## config.mk

```make
export PLATFORM = sky130hd
export DESIGN_NAME = minmaxavg_stream
export DESIGN_NICKNAME = d
export VERILOG_FILES = /design/src/rtl/minmaxavg_stream.sv
export SDC_FILE = /design/constraint.sdc
export NUM_CORES = 1
export LEC_CHECK = 0
export ABC_AREA = 1
export CAP_MARGIN = 20
export CORE_MARGIN = 5
export CORE_UTILIZATION = 41
export DETAILED_ROUTE_END_ITERATION = 10
export PLACE_DENSITY = 0.65
export SKIP_CTS_REPAIR_TIMING = 1
export SYNTH_ARGS = -nofsm -noshare
export SYNTH_HDL_FRONTEND = slang
export SYNTH_SLANG_ARGS = --single-unit
```

## constraint.sdc

```tcl
create_clock -name CLK -period 1.6 [get_ports CLK]
set_input_delay 0.32 -clock CLK [delete_from_list [all_inputs] [get_ports CLK]]
set_output_delay 0.32 -clock CLK [all_outputs]
set_load 0.02 [all_outputs]
```

## src/rtl/minmaxavg_stream.sv

```systemverilog
// Streaming min/max/average over frames of 2**LOG2_N samples, results held until consumed.
// Define MINMAXAVG_SIGNED_EN for two's-complement samples; the default build is unsigned.
module minmaxavg_stream #(
    parameter int unsigned WIDTH  = 8,
    parameter int unsigned LOG2_N = 3
) (
    input  logic             CLK,
    input  logic             RESET,
    input  logic             clear,
    input  logic [WIDTH-1:0] in_data,
    input  logic             in_valid,
    output logic             in_ready,
    output logic [WIDTH-1:0] out_min,
    output logic [WIDTH-1:0] out_max,
    output logic [WIDTH-1:0] out_avg,
    output logic             out_valid,
    input  logic             out_ready
);

    localparam int unsigned SumW = WIDTH + LOG2_N;
    localparam logic [LOG2_N-1:0] LastCnt = {LOG2_N{1'b1}};

`ifdef MINMAXAVG_SIGNED_EN
    localparam logic [WIDTH-1:0] MinInit = {1'b0, {(WIDTH-1){1'b1}}};
    localparam logic [WIDTH-1:0] MaxInit = {1'b1, {(WIDTH-1){1'b0}}};

    function automatic logic less(input logic [WIDTH-1:0] a, input logic [WIDTH-1:0] b);
        return $signed(a) < $signed(b);
    endfunction

    function automatic logic [SumW-1:0] ext(input logic [WIDTH-1:0] a);
        return {{LOG2_N{a[WIDTH-1]}}, a};
    endfunction
`else
    localparam logic [WIDTH-1:0] MinInit = {WIDTH{1'b1}};
    localparam logic [WIDTH-1:0] MaxInit = {WIDTH{1'b0}};

    function automatic logic less(input logic [WIDTH-1:0] a, input logic [WIDTH-1:0] b);
        return a < b;
    endfunction

    function automatic logic [SumW-1:0] ext(input logic [WIDTH-1:0] a);
        return {{LOG2_N{1'b0}}, a};
    endfunction
`endif

    typedef enum logic [0:0] {StAccum, StHold} state_e;

    state_e            state_q, state_d;
    logic [LOG2_N-1:0] cnt_q, cnt_d;
    logic [WIDTH-1:0]  min_q, min_d, max_q, max_d;
    logic [SumW-1:0]   sum_q, sum_d;
    logic [WIDTH-1:0]  out_min_q, out_min_d, out_max_q, out_max_d, out_avg_q, out_avg_d;
    logic              out_valid_q, out_valid_d;

    logic              accept, first;
    logic [WIDTH-1:0]  new_min, new_max;
    logic [SumW-1:0]   new_sum;

    always_comb begin
        in_ready = (state_q == StAccum) && !RESET;
        accept   = in_valid && in_ready && !clear;
        first    = (cnt_q == '0);
        new_min  = (first || less(in_data, min_q)) ? in_data : min_q;
        new_max  = (first || less(max_q, in_data)) ? in_data : max_q;
        new_sum  = first ? ext(in_data) : sum_q + ext(in_data);

        state_d     = state_q;
        cnt_d       = cnt_q;
        min_d       = min_q;
        max_d       = max_q;
        sum_d       = sum_q;
        out_min_d   = out_min_q;
        out_max_d   = out_max_q;
        out_avg_d   = out_avg_q;
        out_valid_d = out_valid_q;

        if (clear) begin
            // Zero count makes the next accept reload the running values.
            state_d     = StAccum;
            cnt_d       = '0;
            out_valid_d = 1'b0;
        end else begin
            unique case (state_q)
                StAccum: begin
                    if (accept) begin
                        min_d = new_min;
                        max_d = new_max;
                        sum_d = new_sum;
                        if (cnt_q == LastCnt) begin
                            out_min_d   = new_min;
                            out_max_d   = new_max;
                            // Shift by LOG2_N then truncate to WIDTH == upper WIDTH bits of sum.
                            out_avg_d   = new_sum[SumW-1:LOG2_N];
                            out_valid_d = 1'b1;
                            state_d     = StHold;
                            cnt_d       = '0;
                        end else begin
                            cnt_d = cnt_q + LOG2_N'(1);
                        end
                    end
                end
                StHold: begin
                    if (out_ready) begin
                        state_d     = StAccum;
                        cnt_d       = '0;
                        out_valid_d = 1'b0;
                    end
                end
                default: state_d = StAccum;
            endcase
        end
    end

    always_ff @(posedge CLK) begin
        if (RESET) begin
            state_q     <= StAccum;
            cnt_q       <= '0;
            min_q       <= '0;
            max_q       <= '0;
            sum_q       <= '0;
            out_min_q   <= MinInit;
            out_max_q   <= MaxInit;
            out_avg_q   <= '0;
            out_valid_q <= 1'b0;
        end else begin
            state_q     <= state_d;
            cnt_q       <= cnt_d;
            min_q       <= min_d;
            max_q       <= max_d;
            sum_q       <= sum_d;
            out_min_q   <= out_min_d;
            out_max_q   <= out_max_d;
            out_avg_q   <= out_avg_d;
            out_valid_q <= out_valid_d;
        end
    end

    assign out_min   = out_min_q;
    assign out_max   = out_max_q;
    assign out_avg   = out_avg_q;
    assign out_valid = out_valid_q;

endmodule

```

==> flow_metrics.env <==
export IMPL_synthAdderAreaFrac=0.105
export IMPL_dieHeight_um=98.0
export IMPL_wl_per_cell_um=13.9
export IMPL_synth_cells=456
export IMPL_grt_pass1_vias=3017
export IMPL_finalHoldViolations=0
export IMPL_synth_compound_area_share=0.127
export IMPL_vias=3233
export IMPL_crit_slowest_cell="dfxtp_2"
export IMPL_avgSynthCellArea_um2=6.97
export IMPL_die_w_um=98.0
export IMPL_htreeDepth=2
export IMPL_cp_num_cells=11
export IMPL_area_delta_synth_final_pct=41.4
export IMPL_startpoint="sum_q[0]$_SDFFE_PP0P_"
export IMPL_clockBufferDepth=2
export IMPL_io_buffer_count=38
export IMPL_regArea_mm2=0.00113
export IMPL_ys_seq_area_frac=0.353
export IMPL_critPathKind="reg2reg"
export IMPL_io_pins=39
export IMPL_end_kind="flip-flop"
export IMPL_synth_ff_type="dfxtp_1"
export IMPL_p_per_area_mw_per_mm2=658
export IMPL_crit_required_ns=1.86
export IMPL_arrival_ns=2.03
export IMPL_syn_num_nets=495
export IMPL_slowest_delay_ns=0.37
export IMPL_cp_start_kind="flip-flop"
export IMPL_synth_cell_type_count=29
export IMPL_row_count=32
export IMPL_finalInstanceArea_mm2=0.00449
export IMPL_synth_edf_count=0
export IMPL_cts_tree="built"
export IMPL_dpl_cell_area_mm2=0.00403
export IMPL_fin_ws_ns=-0.162
export IMPL_leakagePower_nw=2.43
export IMPL_fin_crit_ns=1.76
export IMPL_grt_ovfl_total=0
export IMPL_nets=578
export IMPL_finalCritPeriodShare=1.10
export IMPL_firstDrtPassIters=4
export IMPL_fp_dieArea_mm2=0.00961
export IMPL_rsz0062_at_grt="yes"
export IMPL_root_buffer="clkbuf_8"
export IMPL_r2r_cells=11
export IMPL_yosysMostFrequentCell="nand2_1"
export IMPL_finalSetupViolations=8
export IMPL_initial_utilization=0.416
export IMPL_worstReg2RegEnd="out_avg[1]$_SDFFE_PP0P_"
export IMPL_synth_area_mux_share=0
export IMPL_drc=0
export IMPL_vias_per_cell=5.04
export IMPL_grt_max_degree=42
export IMPL_nFillCells=703
export IMPL_antenna_found_initial=0
export IMPL_multi_input_area_mm2=0.00197
export IMPL_synth_commonest_cells="nand2_1 (131), nand3_1 (75), dfxtp_1 (56)"
export IMPL_insertion_delay_ns=0.31
export IMPL_r2r_slack_ns=-0.16
export IMPL_path_cells="ha_4, inv_2, fa_2, nand3b_1, nand2_2, buf_4, xor2_1, nand2_1, o21ai_1, o21bai_1, inv_1"
export IMPL_skew_ns=0.00298
export IMPL_ir_worst_vdd_uv=420
export IMPL_grt_pass1_wl_mm=14.1
export IMPL_r2r_start="sum_q[0]$_SDFFE_PP0P_"
export IMPL_critPathTopFamily="adder cells"
export IMPL_synth_async_reset_ratio=0
export IMPL_diodes=0
export IMPL_cts_made_buffers=5
export IMPL_status="finished, violations left"
export IMPL_numClockSinks=56
export IMPL_synth_area_leaders="dfxtp_1 (35%), nand2_1 (15%), nand3_1 (12%)"
export IMPL_tightest_slew_ns=0.313
export IMPL_synth_top_area_cell="dfxtp_1"
export IMPL_drive_gt1_frac=0.230
export IMPL_slew_headroom=0.791
export IMPL_clkTransAtPathRegs_ns=0.10
export IMPL_violations="setup timing"
export IMPL_place_congestion=0.837
export IMPL_worstHoldPathType="in2reg"
export IMPL_post_place_ws_ns=-0.701
export IMPL_drtIter0Drc=142
export IMPL_dp_hpwl_mm=6.25
export IMPL_synth_xor_area_share=0.00827
export IMPL_cap_viol_max_count=0
export IMPL_finalPower_mw=2.96
export IMPL_synth_seq_cells=56
export IMPL_crit_end="out_avg[1]$_SDFFE_PP0P_"
export IMPL_yosysWarnings=0
export IMPL_cp_max_fo=3
export IMPL_wl_mm=8.93
export IMPL_netlist_area_mm2=0.00318
export IMPL_slew_viol_final=0
export IMPL_synth_top_family_by_area="simple AND/OR/NAND/NOR gates"
export IMPL_yosys_area_share_simple=0.311
export IMPL_design_core_area_mm2=0.00765
export IMPL_netlist_area_leader_share=0.353
export IMPL_postRouteAntennaNets=0
export IMPL_grt_usage=0.178
export IMPL_max_freq_ghz=0.567
export IMPL_critical_path_buf_inv_count=3
registers in the layout (all words and copies together), names as in the netlist:
name       count
out_valid      1
max_q          8
min_q          8
out_avg        8
state_q        1
out_max        8
cnt_q          3
sum_q         11
out_min        8
layout by cell type, fill, tap and decap left out, types with 2 or more instances in the layout:
cell             Yosys  layout
nand2_1            131     122
nand3_1             75      61
inv_1               54      51
dfxtp_1             56      48
buf_4                2      47
dlymetal6s2s_1       0      32
a21oi_1             33      27
ha_1                25      18
nand3_2              0      14
o21a_1              12      12
nand2_2              3      10
o21ai_0             15       9
nor2_1               8       8
o21ai_1              2       8
dfxtp_2              0       8
ha_4                 0       7
inv_2                4       6
a21oi_2              0       6
clkbuf_8             0       5
a31oi_1              4       4
clkdlybuf4s50_1      0       4
buf_6                2       4
o21bai_1             3       3
nand3b_1             3       3
buf_12               0       3
nor2_4               1       2
nand2_4              0       2
xnor2_1              2       2
clkbuf_2             0       2
tightest hold or removal path: stages:
cell and delay, ns:
dlymetal6s2s_1 0.17, buf_4 0.14, a21oi_1 0.03, nand2_1 0.05
per-layer routing:
metal,share of wire,vias up,GRT usage
li1,-,1652,-
met1,0.44,1476,0.230
met2,0.49,85,0.307
met3,0.048,20,0.0300
met4,0.019,0,0.0469
met5,0,-,0
area by class of cell:
class	instances	area share
Multi-Input combinational cell	325	0.439
Sequential cell	56	0.252
Timing Repair Buffer	93	0.208
Inverter	58	0.0490
Tap cell	102	0.0284
Clock buffer	6	0.0161
Clock inverter	2	0.00780
per-stage QoR:
step           instances  hold WS [ns]  setup TNS, ns  utilization
2_1_floorplan        456         0.416              0            -
3_3_place_gp         631         0.449         -29.59        0.527
3_5_place_dp         631         0.459         -30.94        0.527
4_1_cts              639         0.475         -13.80        0.541
5_1_grt              642         0.463          -4.80        0.588
6_report             642         0.431         -0.980        0.588
report_power, final:
group	switching [mW]	leakage, nW	internal [mW]
Sequential	0.0265	0.458	1.43
Combinational	0.307	1.92	0.258
Clock	0.471	0.0552	0.466
Total	0.804	2.43	2.15
logic make-up after synthesis:
| group | Yosys count |
|---|---|
| AO/OA/AOI/OAI | 71 |
| XOR/XNOR | 3 |
| adder cells (fa/ha/maj) | 26 |
| buffers and inverters | 75 |
| flip-flops | 56 |
| AND/OR/NAND/NOR | 225 |
worst min-delay path by stage:
stage,from,endpoint,slack [ns],cells after the start
after floorplan,RESET,out_min[7]$_SDFFE_PP1P_,0.42,2
after global placement,out_min[0]$_SDFFE_PP1P_,out_min[0]$_SDFFE_PP1P_,0.45,2
after detailed placement,out_min[2]$_SDFFE_PP1P_,out_min[2]$_SDFFE_PP1P_,0.46,2
after CTS,min_q[2]$_SDFFE_PP0P_,min_q[2]$_SDFFE_PP0P_,0.48,2
after global routing,RESET,out_min[0]$_SDFFE_PP1P_,0.46,4
final,RESET,out_min[0]$_SDFFE_PP1P_,0.43,4
(Power assumes the default switching activity.)
